`src/rtl/autobus_gen.sv`:
```
// Multi-channel framed packet generator: sop/eop/sof/eof, channel tags, rdy back-pressure.
// Optional macro AUTOBUS_GEN_PRBS_EN builds the mode-3 LFSR; without it mode 3 behaves as mode 0.
module autobus_gen #(
   parameter int DWID = 16,
   parameter int CHN  = 4,
   parameter int CWID = 4
) (
   input  logic             clk,
   input  logic             rst,
   input  logic             en,
   input  logic [1:0]       mode,
   input  logic [15:0]      pkt_len,
   input  logic [15:0]      frm_len,
   input  logic [15:0]      pkt_interval,
   input  logic [31:0]      seed,
   input  logic             rdy,
   output logic             sop,
   output logic             eop,
   output logic             sof,
   output logic             eof,
   output logic [CWID-1:0]  chn,
   output logic [DWID-1:0]  dat,
   output logic             dav,
   output logic [31:0]      pkt_cnt
);

   typedef enum logic [1:0] {IDLE, DATA, GAP} state_t;

   localparam int LW = DWID - CWID;
   localparam logic [32:0] DMAX = (33'd1 << DWID) - 33'd1;
   localparam logic [32:0] LMAX = (33'd1 << LW) - 33'd1;

   state_t state, state_nxt;

   logic [15:0]     b_q, l_q, gap_q;
   logic [CWID-1:0] c_q;
   logic [15:0]     len_q, frm_q, ivl_q;
   logic [1:0]      mode_q;
   logic [31:0]     seed_q;

   logic            at_fs, issue, last_beat, last_chn, last_line, cfg_ld;
   logic [15:0]     len_e, frm_e, ivl_e;
   logic [1:0]      mode_e;
   logic [31:0]     seed_e;
   logic [32:0]     b33;
   logic [DWID-1:0] dat_inc, dat_nxt;
   logic [LW-1:0]   lo;

   function automatic logic [15:0] nz(input logic [15:0] v);
      return (v == 16'd0) ? 16'd1 : v;
   endfunction

   // At a frame start the live inputs are used directly, so the sof beat already
   // sees new settings; they are captured when that beat issues and held for the frame.
   assign at_fs  = (b_q == 16'd0) && (c_q == '0) && (l_q == 16'd0);
   assign len_e  = at_fs ? nz(pkt_len) : len_q;
   assign frm_e  = at_fs ? nz(frm_len) : frm_q;
   assign mode_e = at_fs ? mode : mode_q;
   assign seed_e = at_fs ? seed : seed_q;
   assign ivl_e  = (b_q == 16'd0) ? pkt_interval : ivl_q;

   assign last_beat = (b_q == len_e - 16'd1);
   assign last_chn  = (c_q == CWID'(CHN - 1));
   assign last_line = (l_q == frm_e - 16'd1);

   assign b33     = {17'd0, b_q};
   assign dat_inc = (b33 > DMAX) ? DMAX[DWID-1:0] : b33[DWID-1:0];
   assign lo      = (b33 > LMAX) ? LMAX[LW-1:0] : b33[LW-1:0];

`ifdef AUTOBUS_GEN_PRBS_EN
   logic [31:0] lfsr_q, lfsr_e;

   function automatic logic [31:0] lstep(input logic [31:0] s);
      return {s[30:0], s[31] ^ s[21] ^ s[1] ^ s[0]};
   endfunction

   assign lfsr_e = at_fs ? ((seed_e == 32'd0) ? 32'd1 : seed_e) : lfsr_q;

   always_ff @(posedge clk) begin
      if (rst)        lfsr_q <= 32'd1;
      else if (issue) lfsr_q <= lstep(lfsr_e);
   end
`else
   logic unused_seed;
   assign unused_seed = ^seed_e;
`endif

   always_comb begin
      dat_nxt = dat_inc;
      unique case (mode_e)
         2'd0: dat_nxt = dat_inc;
         2'd1: dat_nxt = {c_q, lo};
         2'd2: dat_nxt = seed_e[DWID-1:0];
         default: begin
`ifdef AUTOBUS_GEN_PRBS_EN
            dat_nxt = lfsr_e[DWID-1:0];
`else
            dat_nxt = dat_inc;
`endif
         end
      endcase
   end

   // A new packet is never started while en is low; an open packet always completes.
   always_comb begin
      state_nxt = state;
      issue     = 1'b0;
      unique case (state)
         IDLE: if (en) state_nxt = DATA;
         DATA: begin
            if ((b_q == 16'd0) && !en) begin
               state_nxt = IDLE;
            end else begin
               issue = rdy;
               if (rdy && last_beat && (ivl_e != 16'd0)) state_nxt = GAP;
            end
         end
         GAP: if (gap_q == 16'd0) state_nxt = en ? DATA : IDLE;
         default: state_nxt = IDLE;
      endcase
   end

   assign cfg_ld = ((state == IDLE) && en) || (issue && at_fs);

   always_ff @(posedge clk) begin
      if (rst) begin
         state  <= IDLE;
         b_q    <= 16'd0;
         c_q    <= '0;
         l_q    <= 16'd0;
         gap_q  <= 16'd0;
         len_q  <= 16'd1;
         frm_q  <= 16'd1;
         ivl_q  <= 16'd0;
         mode_q <= 2'd0;
         seed_q <= 32'd0;
      end else begin
         state <= state_nxt;
         if (cfg_ld) begin
            len_q  <= len_e;
            frm_q  <= frm_e;
            mode_q <= mode_e;
            seed_q <= seed_e;
         end
         if (issue && (b_q == 16'd0)) ivl_q <= ivl_e;
         if (state_nxt == IDLE) begin
            b_q <= 16'd0;
            c_q <= '0;
            l_q <= 16'd0;
         end else if (issue) begin
            if (last_beat) begin
               b_q <= 16'd0;
               if (last_chn) begin
                  c_q <= '0;
                  l_q <= last_line ? 16'd0 : l_q + 16'd1;
               end else begin
                  c_q <= c_q + 1'b1;
               end
            end else begin
               b_q <= b_q + 16'd1;
            end
         end
         // GAP runs ivl cycles: load ivl-1 and leave when the count reaches zero.
         if (issue && last_beat)
            gap_q <= ivl_e - 16'd1;
         else if ((state == GAP) && (gap_q != 16'd0))
            gap_q <= gap_q - 16'd1;
      end
   end

   always_ff @(posedge clk) begin
      if (rst) begin
         dav     <= 1'b0;
         sop     <= 1'b0;
         eop     <= 1'b0;
         sof     <= 1'b0;
         eof     <= 1'b0;
         chn     <= '0;
         dat     <= '0;
         pkt_cnt <= 32'd0;
      end else begin
         dav <= issue;
         sop <= issue && (b_q == 16'd0);
         eop <= issue && last_beat;
         sof <= issue && at_fs;
         eof <= issue && last_beat && last_chn && last_line;
         if (issue) begin
            chn <= c_q;
            dat <= dat_nxt;
         end
         if (issue && last_beat) pkt_cnt <= pkt_cnt + 32'd1;
      end
   end

endmodule

```
`config.mk`:
```
export PLATFORM = sky130hd
export DESIGN_NAME = autobus_gen
export DESIGN_NICKNAME = d
export VERILOG_FILES = /design/src/rtl/autobus_gen.sv
export SDC_FILE = /design/constraint.sdc
export NUM_CORES = 1
export LEC_CHECK = 0
export ABC_AREA = 0
export BUFFER_PORTS_ARGS = -buffer_cell sky130_fd_sc_hd__buf_4
export CAP_MARGIN = 40
export CORE_MARGIN = 8
export CORE_UTILIZATION = 53
export CTS_CLUSTER_SIZE = 24
export DETAILED_ROUTE_END_ITERATION = 6
export HOLD_SLACK_MARGIN = 0.15
export PLACE_DENSITY = 0.88
export REMOVE_ABC_BUFFERS = 1
export SYNTH_ARGS = -nofsm -noshare
export SYNTH_HDL_FRONTEND = slang
export SYNTH_SLANG_ARGS = --single-unit
export TNS_END_PERCENT = 1
```
`constraint.sdc`:
```
create_clock -name clk -period 6.1 [get_ports clk]
set_clock_uncertainty 0.1 [all_clocks]
set_input_delay 1.22 -clock clk [delete_from_list [all_inputs] [get_ports clk]]
set_output_delay 1.22 -clock clk [all_outputs]
set_load 0.01 [all_outputs]
```
==> reports/qor.csv <==
metric,value,unit
timing.critical_path.fanout_max,7,
synth.top_cells.by_area,"sky130_fd_sc_hd__dfxtp_1 33%, sky130_fd_sc_hd__nand2_1 8.9%, sky130_fd_sc_hd__mux2i_1 4.8%, sky130_fd_sc_hd__xnor2_1 4.7%, sky130_fd_sc_hd__a21oi_1 4.5%",
worst_setup_hold_path_clk_slew,80,ps
final-setup-viol-count,0,
worst_skew_pair.late_latency,440,ps
hold-path-endpoint,seed_q[11],
required,6340,ps
critPathLaunchType,flip-flop,
cp_slowest_cell,sky130_fd_sc_hd__or4_1,
drv_cap,0,
async_reset_ff_frac,0,
detail_route.first_pass.iterations,5,
finalNetCount,1543,
cellLeakagePower,5.02,nW
initial_utilization,0.534,
result_of_the_run,completed,
cts_setup_buffers,0,
grt_pass1_vias,10000,
gpl.final_weighted_congestion,0.960,
top_area_cell_type_share_of_the_netlist_area,0.332,
initial_detailed_routing_violation_count,782,
whs_path_depth,2,
final_hold_viol_count,0,
cts.hold.buffers_added,0,
synth-seq-cells,177,
post_synth_inst_count,1356,
timing_worst_slew_pin_value,879,ps
timing.reg2reg.setup_slack,440,ps
drt.antenna.violating_nets,0,
shortest_clock_period_the_worst_path_allows_after_layout,5660,ps
setup.worst_path.class,reg2reg,
timing.hold.worst.class,reg2reg,
ir_drop,209,uV
antenna_violations_before_repair,2,
setup.worst_path.end_class,flip-flop,
routed_wire_length_per_instance,17.2,um
cts_resized,0,
fmax,0.177,GHz
io-pin-count,143,
die_x,158,um
min_from,seed_q[11],
final.fill_count,1679,
layout-area-overhead-vs-synth,16.8,%
avgViaCountPerCell,6.00,
yosys.area.top_type,sky130_fd_sc_hd__dfxtp_1,
critical_path.most_common_cell,sky130_fd_sc_hd__ha_1,
synth.lib_cells_used.distinct,70,
tritoncts,done,
critical_path_cell_by_cell,inv_1 > ha_1 > nor4b_1 > nand4b_1 > or4_1 > o21a_1 > ha_1 > xnor2_1 > nor3_1 > nor4_1 > and4_1 > o21ai_0 > nor4_4 > buf_4 > mux2i_1 > ha_1 > nand2_1 > buf_4 > or3_1 > xnor2_1 > nor2_1 > a211oi_1,
clk_buf_depth,2,
number_of_max_slew_violations_in_the_final_report,0,
worst_hold_slack,357,ps
detailroute.via_count,10400,
place_hpwl,20.9,mm
cts.sink_count,177,
final_layout_size_suffix_gt1_frac,0.186,
synth_enable_flop_cells,0,
tns,0,ps
end_of_flow_core_utilization,0.624,
rr_worst_depth,22,
syn_area_per_cell,7.87,um2
ctsHtreeMaxLevel,4,
clockRootBuffer,sky130_fd_sc_hd__clkbuf_16,
slew_limit_headroom,0.414,
grt_first_pass_wirelength,48.2,mm
grt_remaining_overflow,0,
die_area,24900,um2
worst_r2r_endpoint,gap_q[12],
cts_made_buffers,17,
gr-usage-all-layers,0.236,
synth.yosys.seq_area_share,0.332,
dominantRegCellSynth,sky130_fd_sc_hd__dfxtp_1,
total_core_area,20000,um2
port_buffers,126,
grt_start_max_net_pins,88,
min_period_over_period,0.927,
worst-endpoint-arrival,5900,ps
wirelength,29.8,mm
drcViolationCount,0,
cp_slowest_stage_delay,610,ps
num_rows,52,
power_density,213,nW/um2
syn-cell-area,10700,um2
synth-warning-count,0,
n_antenna_cell,0,
rsz_0062_raised_after_global_routing,no,
fp.dieH,158,um
worstReg2RegStart,b_q[0],
cells by family (layout without fill, tap and decap cells):
group | count (synthesis) | count (layout) | share of synthesized area
AO/OA/AOI/OAI | 244 | 244 | 0.153
XOR/XNOR | 101 | 101 | 0.0829
adder cells (fa/ha/maj) | 12 | 12 | 0.0141
buffers and inverters | 110 | 212 | 0.0437
flip-flops | 177 | 177 | 0.332
multiplexers | 62 | 62 | 0.0595
AND/OR/NAND/NOR | 650 | 650 | 0.314
worst max path at each step:
stage,slack [ps],to,from
after floorplan,-3330,gap_q[6],b_q[0]
after global placement,130,gap_q[6],pkt_len[11]
after detailed placement,110,gap_q[14],pkt_len[11]
after global routing,90,gap_q[6],b_q[0]
final,440,gap_q[12],b_q[0]
after CTS,540,gap_q[12],pkt_len[11]
power by group:
group	leakage [nW]	switching (mW)	internal, mW
Clock	0.295	0.542	0.592
Combinational	3.29	0.182	0.125
Sequential	1.44	0.0260	1.18
Total	5.02	0.750	1.90
cell type report:
type / instances / area, um2 / area share
repair buffers: 161 / 1220 / 0.0980
clock inverters: 15 / 184 / 0.0148
flip-flops and latches: 177 / 3540 / 0.284
multi-input cells: 1069 / 6680 / 0.536
clock buffers: 17 / 425 / 0.0341
inverters: 19 / 71.3 / 0.00572
well taps: 270 / 338 / 0.0271
routing by layer:
layer | routed length [um] | vias to the layer above | track usage
li1 | - | 4998 | -
met1 | 12300 | 4870 | 0.278
met2 | 14500 | 427 | 0.407
met3 | 2230 | 62 | 0.0450
met4 | 750 | 4 | 0.107
met5 | 26 | - | 0
synthesized netlist by cell type, types with 5 or more instances:
cell type                  number
sky130_fd_sc_hd__inv_1         19
sky130_fd_sc_hd__buf_2         10
sky130_fd_sc_hd__nand4_1       29
sky130_fd_sc_hd__o21ba_2       11
sky130_fd_sc_hd__mux2_2        10
sky130_fd_sc_hd__o21a_1         5
sky130_fd_sc_hd__o211ai_1       7
sky130_fd_sc_hd__xnor2_1       57
sky130_fd_sc_hd__nor4_1        21
sky130_fd_sc_hd__o311ai_0       5
sky130_fd_sc_hd__nand2_1      252
sky130_fd_sc_hd__dfxtp_1      177
sky130_fd_sc_hd__buf_6          5
sky130_fd_sc_hd__and3_1        32
sky130_fd_sc_hd__or4_1         25
sky130_fd_sc_hd__or2_2          8
sky130_fd_sc_hd__nor3_1        50
sky130_fd_sc_hd__nor2_1        94
sky130_fd_sc_hd__or3_1         12
sky130_fd_sc_hd__and4_1         8
sky130_fd_sc_hd__ha_1          12
sky130_fd_sc_hd__nand3_1       32
sky130_fd_sc_hd__a211oi_1      17
sky130_fd_sc_hd__buf_1          6
sky130_fd_sc_hd__a21oi_1       96
sky130_fd_sc_hd__a31oi_1        6
sky130_fd_sc_hd__and2_1        11
sky130_fd_sc_hd__nand2b_1       5
sky130_fd_sc_hd__nor2b_1       14
sky130_fd_sc_hd__o311a_1        6
sky130_fd_sc_hd__clkbuf_1      69
sky130_fd_sc_hd__o21ai_0       28
sky130_fd_sc_hd__xor2_1        44
sky130_fd_sc_hd__o221ai_1      13
sky130_fd_sc_hd__nor3_2        25
sky130_fd_sc_hd__mux2i_1       51
sky130_fd_sc_hd__a21boi_0      11
sky130_fd_sc_hd__nor3b_1        5
cell usage in the layout, fill, tap and decap left out, types with 17 or more instances in the layout:
| cell type | instances |
|---|---|
| sky130_fd_sc_hd__a211oi_1 | 17 |
| sky130_fd_sc_hd__a21oi_1 | 96 |
| sky130_fd_sc_hd__and3_1 | 32 |
| sky130_fd_sc_hd__buf_4 | 160 |
| sky130_fd_sc_hd__clkbuf_16 | 17 |
| sky130_fd_sc_hd__dfxtp_1 | 177 |
| sky130_fd_sc_hd__inv_1 | 19 |
| sky130_fd_sc_hd__mux2i_1 | 51 |
| sky130_fd_sc_hd__nand2_1 | 252 |
| sky130_fd_sc_hd__nand3_1 | 32 |
| sky130_fd_sc_hd__nand4_1 | 29 |
| sky130_fd_sc_hd__nor2_1 | 94 |
| sky130_fd_sc_hd__nor3_1 | 50 |
| sky130_fd_sc_hd__nor3_2 | 24 |
| sky130_fd_sc_hd__nor4_1 | 21 |
| sky130_fd_sc_hd__o21ai_0 | 28 |
| sky130_fd_sc_hd__or4_1 | 25 |
| sky130_fd_sc_hd__xnor2_1 | 57 |
| sky130_fd_sc_hd__xor2_1 | 44 |
sequential cells by signal, summed over array words and instances, names as in the netlist, 16 cells and up:
register,count
len_q,16
gap_q,16
pkt_cnt,32
ivl_q,16
seed_q,16
frm_q,16
b_q,16
dat,16
l_q,16
stage by stage:
| step | setup slack [ps] | std cells | cell area (um2) | total power, mW |
|---|---|---|---|---|
| 3_3_place_gp | 130 | 1695 | 11800 | 1.53 |
| 3_5_place_dp | 112 | 1696 | 11900 | 1.54 |
| 5_1_grt | 85.8 | 1728 | 12500 | 2.75 |
| 4_1_cts | 543 | 1728 | 12500 | 2.66 |
| 6_report | 444 | 1728 | 12500 | 2.65 |
| 2_1_floorplan | -3330 | 1265 | 10300 | 1.41 |
worst max-delay path: cells and delay by family, from the launching register on:
kind	cells	cell delay (ps)
flip-flops	1	390
AND/OR/NAND/NOR	10	2610
XOR/XNOR	2	380
AO/OA/AOI/OAI	3	650
buffers and inverters	3	540
multiplexers	1	240
adder cells (fa/ha/maj)	3	630
No activity file was read; power rests on OpenSTA's default activity.
